$ cat src/rtl/dht11_sensor_responder.sv
// DHT11 sensor-side responder: detects the host start pulse, then sends the response preamble and a 40-bit frame.
// Optional DHT11_ERR_INJECT_EN adds inject_err, which flips checksum bit 0 of the latched frame.
module dht11_sensor_responder #(
  parameter int TICKS_PER_US  = 50,
  parameter int START_MIN_US  = 18000,
  parameter int RESP_DELAY_US = 30,
  parameter int RESP_LOW_US   = 80,
  parameter int RESP_HIGH_US  = 80,
  parameter int BIT_LOW_US    = 50,
  parameter int BIT0_HIGH_US  = 26,
  parameter int BIT1_HIGH_US  = 70,
  parameter int COOLDOWN_US   = 1000
) (
  input  logic       clk,
  input  logic       rst,
  input  logic       dht11_data_in,
  input  logic [7:0] hum_int,
  input  logic [7:0] hum_dec,
  input  logic [7:0] temp_int,
  input  logic [7:0] temp_dec,
  output logic       dht11_drive_low,
  output logic       busy,
  output logic       frame_done
`ifdef DHT11_ERR_INJECT_EN
  , input logic      inject_err
`endif
);

  typedef enum logic [3:0] {
    IDLE, MEAS_LOW, WAIT_REL, RESP_DELAY, RESP_LOW,
    RESP_HIGH, BIT_LOW, BIT_HIGH, END_LOW, COOLDOWN
  } state_t;

  localparam logic [15:0] PRE_LOAD = 16'(TICKS_PER_US - 1);

  function automatic logic [15:0] phase_len(input int us);
    return 16'(us - 1);
  endfunction

  state_t      state;
  logic [1:0]  sync;
  logic        line_s;
  logic [15:0] pre_cnt;
  logic [15:0] us_cnt;
  logic        tick;
  logic        phase_done;
  logic [39:0] frame_sr;
  logic [5:0]  bit_idx;
  logic [7:0]  checksum;

  assign line_s     = sync[1];
  assign tick       = (pre_cnt == '0);
  assign phase_done = tick && (us_cnt == '0);

  always_comb begin
    checksum = hum_int + hum_dec + temp_int + temp_dec;
`ifdef DHT11_ERR_INJECT_EN
    if (inject_err) checksum = checksum ^ 8'h01;
`endif
  end

  // Each phase reloads both down-counters so it lasts exactly N * TICKS_PER_US cycles.
  always_ff @(posedge clk) begin
    if (rst) begin
      state           <= IDLE;
      sync            <= 2'b11;
      pre_cnt         <= '0;
      us_cnt          <= '0;
      frame_sr        <= '0;
      bit_idx         <= '0;
      dht11_drive_low <= 1'b0;
      busy            <= 1'b0;
      frame_done      <= 1'b0;
    end else begin
      sync       <= {sync[0], dht11_data_in};
      frame_done <= 1'b0;
      if (tick) begin
        pre_cnt <= PRE_LOAD;
        if (us_cnt != '0) us_cnt <= us_cnt - 16'd1;
      end else begin
        pre_cnt <= pre_cnt - 16'd1;
      end

      case (state)
        IDLE: if (!line_s) begin
          state   <= MEAS_LOW;
          pre_cnt <= PRE_LOAD;
          us_cnt  <= phase_len(START_MIN_US);
        end
        MEAS_LOW: begin
          if (line_s) state <= IDLE;
          else if (phase_done) state <= WAIT_REL;
        end
        WAIT_REL: if (line_s) begin
          frame_sr <= {hum_int, hum_dec, temp_int, temp_dec, checksum};
          bit_idx  <= '0;
          busy     <= 1'b1;
          state    <= RESP_DELAY;
          pre_cnt  <= PRE_LOAD;
          us_cnt   <= phase_len(RESP_DELAY_US);
        end
        RESP_DELAY: if (phase_done) begin
          state           <= RESP_LOW;
          dht11_drive_low <= 1'b1;
          pre_cnt         <= PRE_LOAD;
          us_cnt          <= phase_len(RESP_LOW_US);
        end
        RESP_LOW: if (phase_done) begin
          state           <= RESP_HIGH;
          dht11_drive_low <= 1'b0;
          pre_cnt         <= PRE_LOAD;
          us_cnt          <= phase_len(RESP_HIGH_US);
        end
        RESP_HIGH: if (phase_done) begin
          state           <= BIT_LOW;
          dht11_drive_low <= 1'b1;
          pre_cnt         <= PRE_LOAD;
          us_cnt          <= phase_len(BIT_LOW_US);
        end
        BIT_LOW: if (phase_done) begin
          state           <= BIT_HIGH;
          dht11_drive_low <= 1'b0;
          pre_cnt         <= PRE_LOAD;
          us_cnt          <= frame_sr[39] ? phase_len(BIT1_HIGH_US) : phase_len(BIT0_HIGH_US);
        end
        BIT_HIGH: if (phase_done) begin
          dht11_drive_low <= 1'b1;
          pre_cnt         <= PRE_LOAD;
          us_cnt          <= phase_len(BIT_LOW_US);
          if (bit_idx == 6'd39) begin
            state <= END_LOW;
          end else begin
            state    <= BIT_LOW;
            bit_idx  <= bit_idx + 6'd1;
            frame_sr <= {frame_sr[38:0], 1'b0};
          end
        end
        END_LOW: if (phase_done) begin
          state           <= COOLDOWN;
          dht11_drive_low <= 1'b0;
          frame_done      <= 1'b1;
          pre_cnt         <= PRE_LOAD;
          us_cnt          <= phase_len(COOLDOWN_US);
        end
        COOLDOWN: if (phase_done) begin
          state <= IDLE;
          busy  <= 1'b0;
        end
        default: begin
          state           <= IDLE;
          dht11_drive_low <= 1'b0;
          busy            <= 1'b0;
        end
      endcase
    end
  end

endmodule

$ cat config.mk
export PLATFORM = sky130hd
export DESIGN_NAME = dht11_sensor_responder
export DESIGN_NICKNAME = d
export VERILOG_FILES = /design/src/rtl/dht11_sensor_responder.sv
export SDC_FILE = /design/constraint.sdc
export NUM_CORES = 1
export LEC_CHECK = 0
export BUFFER_PORTS_ARGS = -buffer_cell sky130_fd_sc_hd__buf_2
export CAP_MARGIN = 40
export CORE_MARGIN = 1
export CORE_UTILIZATION = 57
export DETAILED_ROUTE_END_ITERATION = 16
export MAX_ROUTING_LAYER = met4
export PLACE_DENSITY = 0.84
export SLEW_MARGIN = 20
export SYNTH_ARGS = -nofsm -noshare
export SYNTH_HDL_FRONTEND = slang
export SYNTH_SLANG_ARGS = --single-unit
$ cat constraint.sdc
create_clock -name clk -period 3.4 [get_ports clk]
set_input_delay 0.34 -clock clk [delete_from_list [all_inputs] [get_ports clk]]
set_output_delay 0.34 -clock clk [all_outputs]
set_load 0.005 [all_outputs]
==> results of run 1 <==
-- worst max-delay path, stage by stage --
cell and delay, ns:
buf_2 0.09, inv_1 0.05, fa_1 0.49, fa_1 0.52, inv_1 0.05, ha_1 0.23
fa_1 0.46, a211oi_1 0.41, o21bai_1 0.13, a21oi_1 0.19, xnor2_1 0.09, a22o_1 0.23
a21oi_1 0.11
-- final cells by class --
cell class	count	area, um2
clock inverters	7	103
fillers	719	3120
flip-flops and latches	87	1740
inverters	39	146
clock buffers	9	124
repair buffers	46	263
well taps	108	135
multi-input cells	473	3080
-- power breakdown --
part / switching [mW] / internal [mW]
sequential: 0.169 / 1.17
clock: 0.410 / 0.423
combinational: 1.02 / 0.664
total: 1.60 / 2.26
-- layer usage --
metal / global-route usage / vias to the layer above
met5: - / -
met4: 0.0941 / 0
met3: 0.0419 / 23
met2: 0.432 / 159
met1: 0.361 / 2290
li1: - / 2295
-- worst min path at each step --
| stage | startpoint | to |
|---|---|---|
| 5_1_grt | dht11_data_in | sync[0] |
| 3_5_place_dp | sync[0] | sync[1] |
| 3_3_place_gp | sync[0] | sync[1] |
| 6_report | dht11_data_in | sync[0] |
| 4_1_cts | dht11_data_in | sync[0] |
| 2_1_floorplan | sync[0] | sync[1] |
-- cell families after synthesis --
group | share of synthesized area
mux | 0.0195
compound gates | 0.192
flops | 0.340
fa+ha+maj | 0.0840
xor+xnor | 0.0632
buf+inv | 0.0591
simple gates | 0.243
-- synth_stat cells (all sizes together), types with 14 or more instances --
| library cell | n | area [um2] |
|---|---|---|
| nor2 | 94 | 353 |
| clkbuf | 27 | 101 |
| a21oi | 32 | 164 |
| nor3 | 20 | 100 |
| xor2 | 15 | 131 |
| xnor2 | 22 | 193 |
| nand3 | 36 | 180 |
| a211oi | 18 | 135 |
| nand2 | 48 | 183 |
| dfxtp | 87 | 1740 |
| inv | 39 | 146 |
| o21ai | 23 | 115 |
| a311oi | 25 | 219 |
| fa | 14 | 280 |
-- registers in the layout, summed over array words and instances (netlist names), 2 cells and up --
register,flops
us_cnt,16
frame_sr,40
pre_cnt,16
bit_idx,6
state,4
sync,2
==> impl_metrics.toml, run 1 <==
[timing]
fin_skew_ns = 0.0119
period_needed_ns = 3.10
relSlewSlack = 0.452
fmax_mhz = 323
slew_viol_final = 0
rsz0062_at_grt = "no"
min_period_over_period = 0.911
final_hold_viol_count = 0
setup_viol = 0
tns_ns = 0
holdWs_ns = 0.150
setup_ws_ns = 0.303
tightestPinTransition_ns = 0.821

[final_layout]
drive_above_1_share = 0.115
design_area_um2 = 5600
fin_cells = 769
syn2layout_area_growth_pct = 9.18
final_util = 0.642
n_antenna_cell = 0
fin_nets = 717
layout_common_cells = "93 x nor2_1, 87 x dfxtp_1, 47 x nand2_1"
final_common_cell = "nor2_1"

[synth]
synth_cell_type_count = 59
synth_edf_count = 0
synthesis.area_um2 = 5130
syn_nets = 699
ys_seq_area_frac = 0.340
synth_top_flop_cell = "dfxtp_1"
syn_area_per_cell_um2 = 8.03
yosysWarnings = 0
synth-seq-cells = 87
syn_inst = 638
async_reset_ff_frac = 0

[drt]
postRouteAntennaNets = 0
drt_first_pass_iters = 5
route.met3.wl_um = 740
viasPerCell = 6.20
first_iter_violations = 342
via_count = 4767
wl_per_cell_um = 16.3
routed-wl-met2_um = 6060
drc_errors = 0
wl_met1_um = 5510
wirelength_um = 12500
highest_layer = "met4"

[critical_path]
reg2reg_depth = 6
worstSetupPathType = "in -> reg"
cp-end-kind = "flip-flop"
reg2reg_slack_ns = 0.55
crit_path_start_kind = "primary input"
startpoint = "hum_int[1]"
critPathRequiredTime_ns = 3.69
rr_endpoint = "bit_idx[0]"
cp_max_fo = 3
crit-reg2reg-launch = "pre_cnt[11]"
crit_end = "frame_sr[7]"
worstPathArrival_ns = 3.39

[outcome]
outcome = "completed"

[place]
gp_congestion = 0.887
post_dp_cell_area_um2 = 5370
dp.cells = 752
place_ws_ns = 0.0193
io_buffers = 37
dpl.hpwl_um = 8840

[min_path]
hold_path_class = "in -> reg"
hold_path_depth = 2

[power_and_ir_drop]
ir_worst_vdd_v = 0.000311
power_density_nw_per_um2 = 688
finalPower_mw = 3.85
total_leakage_power_nw = 2.24

[die]
fp.dieW_um = 96.8
ios = 38
die_h_um = 96.8
rows = 34
start_util = 0.588
core_um2 = 8720
dieArea_um2 = 9380

[clock_network]
numCtsBuffers = 9
cts_tree = "done"
numClockSinks = 87
cts_resized = 0
cts.clk_slew.worst_paths_ns = 0.10
cts_hold_buffers = 0
clock_path_buffers = 2
clkLatencyLatePin_ns = 0.36
ctsHtreeMaxLevel = 3
cts_root_buffer = "clkbuf_8"
post_cts_buffers = 0

[grt]
grt_pass1_vias = 4373
track_usage = 0.275
grt_pass1_wl_um = 20700
antenna_found_initial = 0
grt_max_degree = 74
grt_overflow = 0

[job]
drv_cap = 0
Note: power is estimated with default switching activity, not from simulation.
==> run 2, diff against run 1 <==
Clock period 3.4 ns to 3.7 ns, I/O delays scaled along.
==> impl_metrics.toml, run 2 (synthesized netlist as in run 1, its figures left out) <==
[die]
core_um2 = 8720
fp.dieW_um = 96.8
die_h_um = 96.8
start_util = 0.588
ios = 38
rows = 34
dieArea_um2 = 9380

[clock_network]
cts_hold_buffers = 0
cts_root_buffer = "clkbuf_8"
cts.clk_slew.worst_paths_ns = 0.10
cts_tree = "done"
clock_path_buffers = 2
post_cts_buffers = 0
numClockSinks = 87
numCtsBuffers = 9
ctsHtreeMaxLevel = 3
cts_resized = 0
clkLatencyLatePin_ns = 0.37

[final_layout]
reg.largest.list = "frame_sr (40), pre_cnt (16), us_cnt (16)"
fin_nets = 717
fin_cells = 769
fill_cells = 704
final_util = 0.639
syn2layout_area_growth_pct = 8.74
drive_above_1_share = 0.115
n_antenna_cell = 0
final_common_cell = "nor2_1"
layout_common_cells = "93 x nor2_1, 87 x dfxtp_1, 47 x nand2_1"
largest_register = "frame_sr"
largest_reg_flops = 40

[critical_path]
rr_endpoint = "frame_sr[20]"
crit_path_start_kind = "primary input"
cp_max_fo = 3
worstSetupPathType = "in -> reg"
reg2reg_slack_ns = 0.89
crit-reg2reg-launch = "pre_cnt[11]"
cp-end-kind = "flip-flop"
critPathRequiredTime_ns = 4.00
reg2reg_depth = 8
worstPathArrival_ns = 3.38

[grt]
grt_pass1_wl_um = 21200
grt_max_degree = 50
met3_usage = 0.0578
antenna_found_initial = 0
grt_overflow = 0
use_met1 = 0.354
met2_usage = 0.441
grt_pass1_vias = 4618
track_usage = 0.280
top_usage_layer = "met2"

[place]
dp.cells = 753
gp_congestion = 0.890
io_buffers = 37
dpl.hpwl_um = 8660

[drt]
first_iter_violations = 391
drc_errors = 0
postRouteAntennaNets = 0
drt_first_pass_iters = 6
wirelength_um = 12400
via_count = 4808
viasPerCell = 6.25
wl_per_cell_um = 16.2

[timing]
fin_skew_ns = 0.0176
relSlewSlack = 0.449
slew_viol_final = 0
setup_viol = 0
tightestPinTransition_ns = 0.826
tns_ns = 0
rsz0062_at_grt = "no"
fmax_mhz = 325
period_needed_ns = 3.08
min_period_over_period = 0.831
final_hold_viol_count = 0

[power_and_ir_drop]
power_density_nw_per_um2 = 619
finalPower_mw = 3.45
total_leakage_power_nw = 2.23
ir_worst_vdd_v = 0.000325

[min_path]
hold_path_class = "in -> reg"
holdCritStartpoint = "dht11_data_in"
hold_path_depth = 2
holdPathEnd = "sync[0]"

[outcome]
outcome = "completed"

[job]
drv_cap = 0
## run 2: cell count changes in the layout (fill, tap and decap cells not counted)
| cell | before | now |
|---|---|---|
| bufinv_16 | 2 | 1 |
| buf_4 | 7 | 8 |
| clkinv_2 | 0 | 1 |
| clkbuf_2 | 1 | 0 |
## run 2: worst max-delay path by stage
stage,from,to,cells after the start
6_report,hum_int[1],frame_sr[7],13
5_1_grt,hum_int[1],frame_sr[7],13
4_1_cts,hum_int[1],frame_sr[7],13
3_5_place_dp,hum_int[1],frame_sr[7],13
3_3_place_gp,hum_int[1],frame_sr[7],13
2_1_floorplan,hum_int[1],frame_sr[7],12
## run 2: final cells by class
class	instances	area [um2]	area share
multi-input cells	473	3080	0.553
flip-flops and latches	87	1740	0.312
repair buffers	46	265	0.0476
inverters	39	146	0.0263
well taps	108	135	0.0242
clock buffers	9	124	0.0222
clock inverters	7	77.6	0.0139
## run 2: metrics by stage
step | setup WS, ns | hold slack, ns | cell area [um2]
2_1_floorplan | 0.612 | 0.389 | 5130
3_3_place_gp | 0.407 | 0.401 | 5370
3_5_place_dp | 0.328 | 0.394 | 5370
4_1_cts | 0.661 | 0.173 | 5570
5_1_grt | 0.471 | 0.163 | 5570
6_report | 0.624 | 0.173 | 5570
## run 2: layer usage
metal / part of all wire / wire, um
met1: 0.43 / 5380
met2: 0.47 / 5890
met3: 0.073 / 911
met4: 0.020 / 253
met5: 0 / 0
## run 2: worst max-delay path: stages
cell and delay, ns:
buf_2 0.10, inv_1 0.05, fa_1 0.51, fa_1 0.52, inv_1 0.05, ha_1 0.23
fa_1 0.44, a211oi_1 0.38, o21bai_1 0.13, a21oi_1 0.18, xnor2_1 0.08, a22o_1 0.22
a21oi_1 0.11
## run 2: report_power, final
| group | total, mW | switching (mW) | leakage, nW | internal [mW] |
|---|---|---|---|---|
| clock network | 0.694 | 0.374 | 0.101 | 0.319 |
| logic | 1.53 | 0.912 | 1.42 | 0.614 |
| registers | 1.23 | 0.158 | 0.706 | 1.07 |
